[config.mk]
export PLATFORM = sky130hd
export DESIGN_NAME = bpred_resolve_queue
export DESIGN_NICKNAME = d
export VERILOG_FILES = /design/src/rtl/bpred_pkg.sv /design/src/rtl/bpred_fifo.sv /design/src/rtl/bpred_resolve_queue.sv
export SDC_FILE = /design/constraint.sdc
export NUM_CORES = 1
export LEC_CHECK = 0
export ABC_AREA = 1
export CAP_MARGIN = 5
export CORE_MARGIN = 3
export CORE_UTILIZATION = 59
export CTS_CLUSTER_DIAMETER = 50
export DETAILED_ROUTE_END_ITERATION = 8
export PLACE_DENSITY_LB_ADDON = 0.08
export RECOVER_POWER = 25
export SYNTH_ARGS = -nofsm -noshare
export SYNTH_HDL_FRONTEND = slang
export SYNTH_HIERARCHICAL = 1
export SYNTH_SLANG_ARGS = --single-unit
export TNS_END_PERCENT = 1
[constraint.sdc]
create_clock -name clk -period 4.7 [get_ports clk]
set_input_delay 0.705 -clock clk [delete_from_list [all_inputs] [get_ports clk]]
set_output_delay 0.705 -clock clk [all_outputs]
set_load 0.01 [all_outputs]
[src/rtl/bpred_pkg.sv]
// Shared types for the branch-prediction resolve queue: default widths,
// the in-flight entry payload and the recovery FSM states.
package bpred_pkg;

  localparam int unsigned BP_PC_W  = 8;
  localparam int unsigned BP_GHR_W = 4;

  typedef struct packed {
    logic [BP_PC_W-1:0]  pc;
    logic                taken;
    logic [BP_GHR_W-1:0] ghr;
  } bpred_entry_t;

  typedef enum logic {
    RUN     = 1'b0,
    RECOVER = 1'b1
  } bpred_state_e;

endpackage

[src/rtl/bpred_fifo.sv]
// Circular in-flight store for predictions. A flush pops the head and
// discards every younger entry in the same edge.
module bpred_fifo #(
  parameter int unsigned DEPTH = 4,
  parameter int unsigned W     = 13
) (
  input  logic                   clk,
  input  logic                   reset,
  input  logic                   push_i,
  input  logic                   pop_i,
  input  logic                   flush_i,
  input  logic [W-1:0]           wdata_i,
  output logic [W-1:0]           rdata_o,
  output logic [$clog2(DEPTH):0] count_o
);

  localparam int unsigned PTR_W = $clog2(DEPTH);
  localparam int unsigned CNT_W = PTR_W + 1;

  logic [W-1:0]     mem_q [DEPTH];
  logic [PTR_W-1:0] wr_ptr_q, wr_ptr_d;
  logic [PTR_W-1:0] rd_ptr_q, rd_ptr_d;
  logic [CNT_W-1:0] count_q, count_d;

  always_comb begin
    wr_ptr_d = wr_ptr_q;
    rd_ptr_d = rd_ptr_q;
    count_d  = count_q;
    if (flush_i) begin
      // Head is consumed; everything behind it is wrong-path.
      rd_ptr_d = rd_ptr_q + PTR_W'(1);
      wr_ptr_d = rd_ptr_q + PTR_W'(1);
      count_d  = '0;
    end else begin
      if (push_i) wr_ptr_d = wr_ptr_q + PTR_W'(1);
      if (pop_i)  rd_ptr_d = rd_ptr_q + PTR_W'(1);
      case ({push_i, pop_i})
        2'b10:   count_d = count_q + CNT_W'(1);
        2'b01:   count_d = count_q - CNT_W'(1);
        default: count_d = count_q;
      endcase
    end
  end

  always_ff @(posedge clk) begin
    if (reset) begin
      wr_ptr_q <= '0;
      rd_ptr_q <= '0;
      count_q  <= '0;
    end else begin
      wr_ptr_q <= wr_ptr_d;
      rd_ptr_q <= rd_ptr_d;
      count_q  <= count_d;
    end
  end

  always_ff @(posedge clk) begin
    if (push_i && !flush_i) mem_q[wr_ptr_q] <= wdata_i;
  end

  assign rdata_o = mem_q[rd_ptr_q];
  assign count_o = count_q;

endmodule

[src/rtl/bpred_resolve_queue.sv]
// In-order resolve stage: matches queued predictions against outcomes,
// drives the BHT update, flushes on a miss with a repaired GHR, keeps stats.
module bpred_resolve_queue
  import bpred_pkg::*;
#(
  parameter int unsigned DEPTH = 4,
  parameter int unsigned PC_W  = BP_PC_W,
  parameter int unsigned GHR_W = BP_GHR_W,
  parameter int unsigned CNT_W = 16
) (
  input  logic             clk,
  input  logic             reset,
  input  logic             pred_valid,
  output logic             pred_ready,
  input  logic [PC_W-1:0]  pred_pc,
  input  logic             pred_taken,
  input  logic [GHR_W-1:0] pred_ghr,
  input  logic             res_valid,
  input  logic             res_taken,
  output logic             upd_valid,
  output logic [GHR_W-1:0] upd_index,
  output logic             upd_taken,
  output logic [PC_W-1:0]  upd_pc,
  output logic             mispredict,
  output logic [GHR_W-1:0] restore_ghr,
  output logic             res_err,
  output logic [CNT_W-1:0] total_cnt,
  output logic [CNT_W-1:0] miss_cnt
);

  localparam int unsigned ENT_W  = PC_W + 1 + GHR_W;
  localparam int unsigned QCNT_W = $clog2(DEPTH) + 1;

  bpred_state_e     state_q, state_d;
  logic             upd_valid_q, upd_valid_d;
  logic [GHR_W-1:0] upd_index_q, upd_index_d;
  logic             upd_taken_q, upd_taken_d;
  logic [PC_W-1:0]  upd_pc_q, upd_pc_d;
  logic             mispredict_q, mispredict_d;
  logic [GHR_W-1:0] restore_ghr_q, restore_ghr_d;
  logic             res_err_q, res_err_d;
  logic [CNT_W-1:0] total_cnt_q, total_cnt_d;
  logic [CNT_W-1:0] miss_cnt_q, miss_cnt_d;

  logic [ENT_W-1:0]  head;
  logic [QCNT_W-1:0] count;
  logic [PC_W-1:0]   head_pc;
  logic              head_taken;
  logic [GHR_W-1:0]  head_ghr;
  logic              res_fire, miss, push;

  assign head_pc    = head[ENT_W-1 -: PC_W];
  assign head_taken = head[GHR_W];
  assign head_ghr   = head[GHR_W-1:0];

  // Ready depends on registered state only; a resolve cannot free a slot same-cycle.
  assign pred_ready = (state_q == RUN) && (count < QCNT_W'(DEPTH));
  assign res_fire   = res_valid && (state_q == RUN) && (count != '0);
  assign miss       = res_fire && (head_taken != res_taken);
  assign push       = pred_valid && pred_ready && !miss;

  bpred_fifo #(
    .DEPTH (DEPTH),
    .W     (ENT_W)
  ) u_fifo (
    .clk     (clk),
    .reset   (reset),
    .push_i  (push),
    .pop_i   (res_fire),
    .flush_i (miss),
    .wdata_i ({pred_pc, pred_taken, pred_ghr}),
    .rdata_o (head),
    .count_o (count)
  );

  always_comb begin
    state_d       = state_q;
    upd_valid_d   = 1'b0;
    mispredict_d  = 1'b0;
    upd_index_d   = upd_index_q;
    upd_taken_d   = upd_taken_q;
    upd_pc_d      = upd_pc_q;
    restore_ghr_d = restore_ghr_q;
    res_err_d     = res_err_q;
    total_cnt_d   = total_cnt_q;
    miss_cnt_d    = miss_cnt_q;

    case (state_q)
      RUN:     if (miss) state_d = RECOVER;
      RECOVER: state_d = RUN;
      default: state_d = RUN;
    endcase

    if (res_fire) begin
      upd_valid_d = 1'b1;
      upd_index_d = head_ghr;
      upd_taken_d = res_taken;
      upd_pc_d    = head_pc;
      if (total_cnt_q != '1) total_cnt_d = total_cnt_q + CNT_W'(1);
    end else if (res_valid) begin
      res_err_d = 1'b1;
    end

    if (miss) begin
      mispredict_d  = 1'b1;
      restore_ghr_d = {head_ghr[GHR_W-2:0], res_taken};
      if (miss_cnt_q != '1) miss_cnt_d = miss_cnt_q + CNT_W'(1);
    end
  end

  always_ff @(posedge clk) begin
    if (reset) begin
      state_q       <= RUN;
      upd_valid_q   <= 1'b0;
      upd_index_q   <= '0;
      upd_taken_q   <= 1'b0;
      upd_pc_q      <= '0;
      mispredict_q  <= 1'b0;
      restore_ghr_q <= '0;
      res_err_q     <= 1'b0;
      total_cnt_q   <= '0;
      miss_cnt_q    <= '0;
    end else begin
      state_q       <= state_d;
      upd_valid_q   <= upd_valid_d;
      upd_index_q   <= upd_index_d;
      upd_taken_q   <= upd_taken_d;
      upd_pc_q      <= upd_pc_d;
      mispredict_q  <= mispredict_d;
      restore_ghr_q <= restore_ghr_d;
      res_err_q     <= res_err_d;
      total_cnt_q   <= total_cnt_d;
      miss_cnt_q    <= miss_cnt_d;
    end
  end

  assign upd_valid   = upd_valid_q;
  assign upd_index   = upd_index_q;
  assign upd_taken   = upd_taken_q;
  assign upd_pc      = upd_pc_q;
  assign mispredict  = mispredict_q;
  assign restore_ghr = restore_ghr_q;
  assign res_err     = res_err_q;
  assign total_cnt   = total_cnt_q;
  assign miss_cnt    = miss_cnt_q;

endmodule

---- Word-level counts from Yosys, hierarchy flattened ----
Memories as Yosys holds them, arrays and structs flattened. A register that Yosys moved wholly into a read port is not among the register bits.
Index checks and enable logic that the tools add are counted.
cells by class
  add/subtract/negate cells ............... 6
  magnitude comparators ................... 1
  eq/ne operators ......................... 5
  muxes and demuxes ....................... 12
  bitwise gates (word level) .............. 2
  reduce and logical (&&, ||, !) cells .... 16
operators with widths
  kind                   number
  $add 16x1->16 const B  2
  $ne 16x16->1 const B   2
  $mux 2                 6
  $logic_and 1x1->1      7
  $pmux 3 s2             1
  $reduce_and 2->1       3
  $reduce_bool 2->1      3
  $add 2x1->2 const B    2
  $mux 1                 4
  $add 3x1->3 const B    1
  $lt 3x3->1 const B     1
  $reduce_bool 3->1      1
  $sub 3x1->3 const B    1
  $eq 2x1->1 const B     1
  $eq 2x2->1 const B     1
  $not 1->1              2
  $pmux 1 s2             1
  $reduce_or 2->1        1
  $logic_not 1->1        1
  $ne 1x1->1             1
storage, ports and cells
  bits in registers ....................... 60
  bits in writable memories ............... 52
  bits of input ports ..................... 18
  logic and storage cells ................. 56
  memories ................................ 1
memory list
  name          words  bits a word  read ports  clocked after memory_dff  wr ports  line              text
  u_fifo.mem_q  4      13           1           1                         1         bpred_fifo.sv:20  logic [W-1:0] mem_q [DEPTH];

---- Depth between registers and ports, before layout ----
  depth after elaboration ................. 9
  depth in mapped cells ................... 18

---- Cells and area by module ----
The synthesis kept the hierarchy.
modules (own cells, without submodules)
  module               times used  cells an instance  area an instance (um2)  seq. area each (um2)
  bpred_resolve_queue  1           389                2653.8                  1061.0
  bpred_fifo           1           201                2471.1                  1741.7

---- Worst setup path before layout ----
No wires, ideal clock.
  kind .................................... reg-to-reg
  start ................................... reg with a tool-made name
  end ..................................... mem u_fifo.mem_q[0][0] (enable)
  library setup time ...................... 0.382 ns
  arrival ................................. 2.231 ns
  data required time ...................... 4.318 ns
  slack ................................... 2.087 ns
  cell stages (with the launch flop) ...... 15
  path buffers ............................ 3
  cell sequence ........................... dfxtp_1 > buf_6 > inv_8 > buf_8 > o21ai_1 > o22ai_1 > xor2_1 > nand2_2 > buf_6 > nand3_1 > inv_1 > inv_1 > nor2_1 > inv_1 > nor2_1
RTL lines
  item              line
  end: declaration  bpred_fifo.sv:20

==> flow_summary.toml <==
[drt]
routed_wl_um = 11700
ant_nets = 0
drt-vias-per-instance = 5.49
dr_wl_met3_um = 864
wl_per_cell_um = 14.9
top_layer = "met4"
wirelength_met1_um = 4720
drc = 0
drt-pass1-iter-count = 4
dr_total_vias = 4308
wl_met2_um = 5880
drtIter0Drc = 250

[setup_path]
cpMostUsedCell = "nor2_1"
cp_max_fo = 27
crit_chain = "inv_8, o21ai_1, o22ai_1, xor2_1, nand2_2, nand3_1, inv_1, inv_1, ha_1, fa_1, nand2_1, nand2_1, nor2_1, nor2_1, nor2_1"
critPathCaptureType = "flip-flop"
critPathKind = "flip-flop to flip-flop"
max_stage_delay_ps = 920
startpoint_type = "flip-flop"
arrival_ps = 3860
crit_family = "flip-flops"
cp.buffers_inverters = 3
required_ps = 5150
slowest_stage = "dfxtp_1"

[synth]
ys_ff_latch = 114
synth_ff_type = "dfxtp_1"
synth.avg_cell_area_sq_um = 8.69
synth_edf_count = 52
yosys_warnings = 6
netlist_area_sq_um = 5120
synth_async_sr_flop_share_pct = 0
synthCells = 590
ys_types = 34
yosysSeqAreaShare_pct = 54.7
synth.net_count = 616

[final_layout]
drive_gt1_share_pct = 9.72
multi_input_comb_area_sq_um = 1980
fin_util_pct = 76.9
nets = 692
synthToLayoutAreaGrowth_pct = 25.1
num_antenna_cells = 0
fillers = 560
seq_area_sq_um = 2800

[sta]
rsz0062_at_grt = "no"
fin_crit_ps = 3400
slew_headroom_pct = 39.0
worst_pin_slew_ps = 914
setup-violations-final = 0
finalCritPeriodShare_pct = 72.4
fin_skew_ps = 7.86
tns_ps = 0
hold_viol = 0
fmax_mhz = 294
hold_ws_ps = 480
maxSlewViolCount = 0

[global_route]
antenna_found_initial = 0
grt_pass1_wl_um = 19500
grt_start_max_net_pins = 28
grt_pass1_vias = 4117
grt-ovfl-total = 0
grt_use_total_pct = 24.9

[power_and_ir_drop]
ir_worst_vdd_mv = 0.444
power.density_nw_per_um2 = 555
power.leakage_uw = 0.00238

[die]
start_util_pct = 61.4
num_rows = 33
die_w_um = 99.2
die_h_um = 99.2
dieArea_sq_um = 9840
core_region_area_sq_um = 8340
io_pins = 71

[place]
place_congestion = 0.865
numPortBuffers = 70
dp_hpwl_um = 7930

[clock_network]
cts-root-buf = "clkbuf_8"
ctsResizeCount = 0
numCtsBuffers = 17
clkTransAtPathRegs_ps = 60
post_cts.repair.setup_buffers = 0
cts_tree = "done"
cts_sinks = 114
htreeDepth = 4
worstSkewPairLatency_ps = 520
clockBufferDepth = 2
cts_hold_buf = 0

[run]
maxCapViolations = 0

[status]
outcome = "finished, final reports clean"

[min_path]
hold_class = "flip-flop to flip-flop"
-- tightest hold or removal path, cell delays in order, from the launching register on --
cell and delay (ps):
dfxtp_1 310, nand2_1 70, a21oi_1 50
-- cell type report --
| type | count | area share, % |
|---|---|---|
| multi-input combinational | 412 | 30.9 |
| clock inverter | 15 | 2.46 |
| inverter | 45 | 2.77 |
| sequential | 114 | 43.7 |
| clock buffer | 17 | 6.46 |
| timing repair buffer | 76 | 11.6 |
| tap | 105 | 2.05 |
-- power breakdown --
group	leakage [uW]	switching, uW	internal (uW)	total (uW)
combinational	0.00113	565	365	930
sequential	0.000979	148	1250	1390
clock	0.000275	475	758	1230
-- cells in the mapped netlist, types with 3 or more instances --
| cell type | number | area (sq um) |
|---|---|---|
| nor2_1 | 137 | 514 |
| nand2_1 | 105 | 394 |
| dfxtp_1 | 62 | 1240 |
| edfxtp_1 | 52 | 1560 |
| inv_1 | 40 | 150 |
| o21ai_0 | 38 | 190 |
| a21oi_1 | 30 | 150 |
| nand3_1 | 30 | 150 |
| o22ai_1 | 13 | 81.3 |
| nand4_1 | 9 | 56.3 |
| nor2_4 | 8 | 90.1 |
| ha_1 | 7 | 87.6 |
| nor2_2 | 7 | 43.8 |
| o21ai_1 | 7 | 35.0 |
| buf_4 | 6 | 45.0 |
| buf_2 | 4 | 20.0 |
| buf_6 | 4 | 45.0 |
| nand2_2 | 4 | 25.0 |
| buf_8 | 3 | 45.0 |
| inv_2 | 3 | 11.3 |
| xnor2_1 | 3 | 26.3 |
| xor2_1 | 3 | 26.3 |
-- registers in the layout (all words and copies together) (netlist names), named ones only --
signal / cells
u_fifo/mem_q: 52
miss_cnt: 16
total_cnt: 16
upd_pc: 8
restore_ghr: 4
upd_index: 4
u_fifo/count_o: 3
u_fifo/rd_ptr_q: 2
u_fifo/wr_ptr_q: 2
mispredict: 1
res_err: 1
state_q: 1
upd_taken: 1
upd_valid: 1
-- path summary, 6_finish.rpt --
check	slack [ps]	end	cells past startpoint	from
worst min-delay path	480	restore_ghr[3]	2	restore_ghr[3]
worst max register to register	1300	u_fifo/count_o[2]	15	flip-flop
worst min register to register	480	restore_ghr[3]	2	restore_ghr[3]
worst max-delay path	1300	u_fifo/count_o[2]	15	flip-flop
-- logic make-up after synthesis --
family	synth area share [%]
buffers and inverters	6.64
xor gates and xnor gates	1.03
and+or+nand+nor	25.9
adders and majority gates	2.10
DFF	54.7
AOI/OAI and AO/OA	9.64
-- layout by cell type (no fill, tap or decap), types with 2 or more instances in the layout --
master,instances
nor2_1,137
nand2_1,105
dfxtp_1,62
clkdlybuf4s50_1,56
edfxtp_1,52
inv_1,40
o21ai_0,38
nand3_1,30
a21oi_1,30
clkbuf_16,16
dlygate4sd3_1,14
o22ai_1,13
nand4_1,9
nor2_4,8
nor2_2,7
ha_1,7
o21ai_1,7
buf_4,6
inv_6,5
nand2_2,4
xnor2_1,3
xor2_1,3
inv_2,3
clkinv_4,3
clkinv_2,2
nand3b_1,2
a31oi_1,2
clkinv_1,2
bufinv_16,2
clkinvlp_4,2
-- metrics by stage --
step                setup slack, ps  instances  area (sq um)  power [uW]
floorplan                      2090        590          5120        2040
global placement               1420        752          5840        2290
detailed placement             1290        752          5840        2330
CTS                            1320        784          6410        3580
global route                   1040        784          6410        3750
finish                         1300        784          6410        3560
-- routing by layer --
layer  up-vias  track usage (%)
met2       183             41.5
met1      1992             30.6
met5         -                0
met3        26             7.22
met4         0             9.87
li1       2107                -
Power figures use the tool's default switching activity.
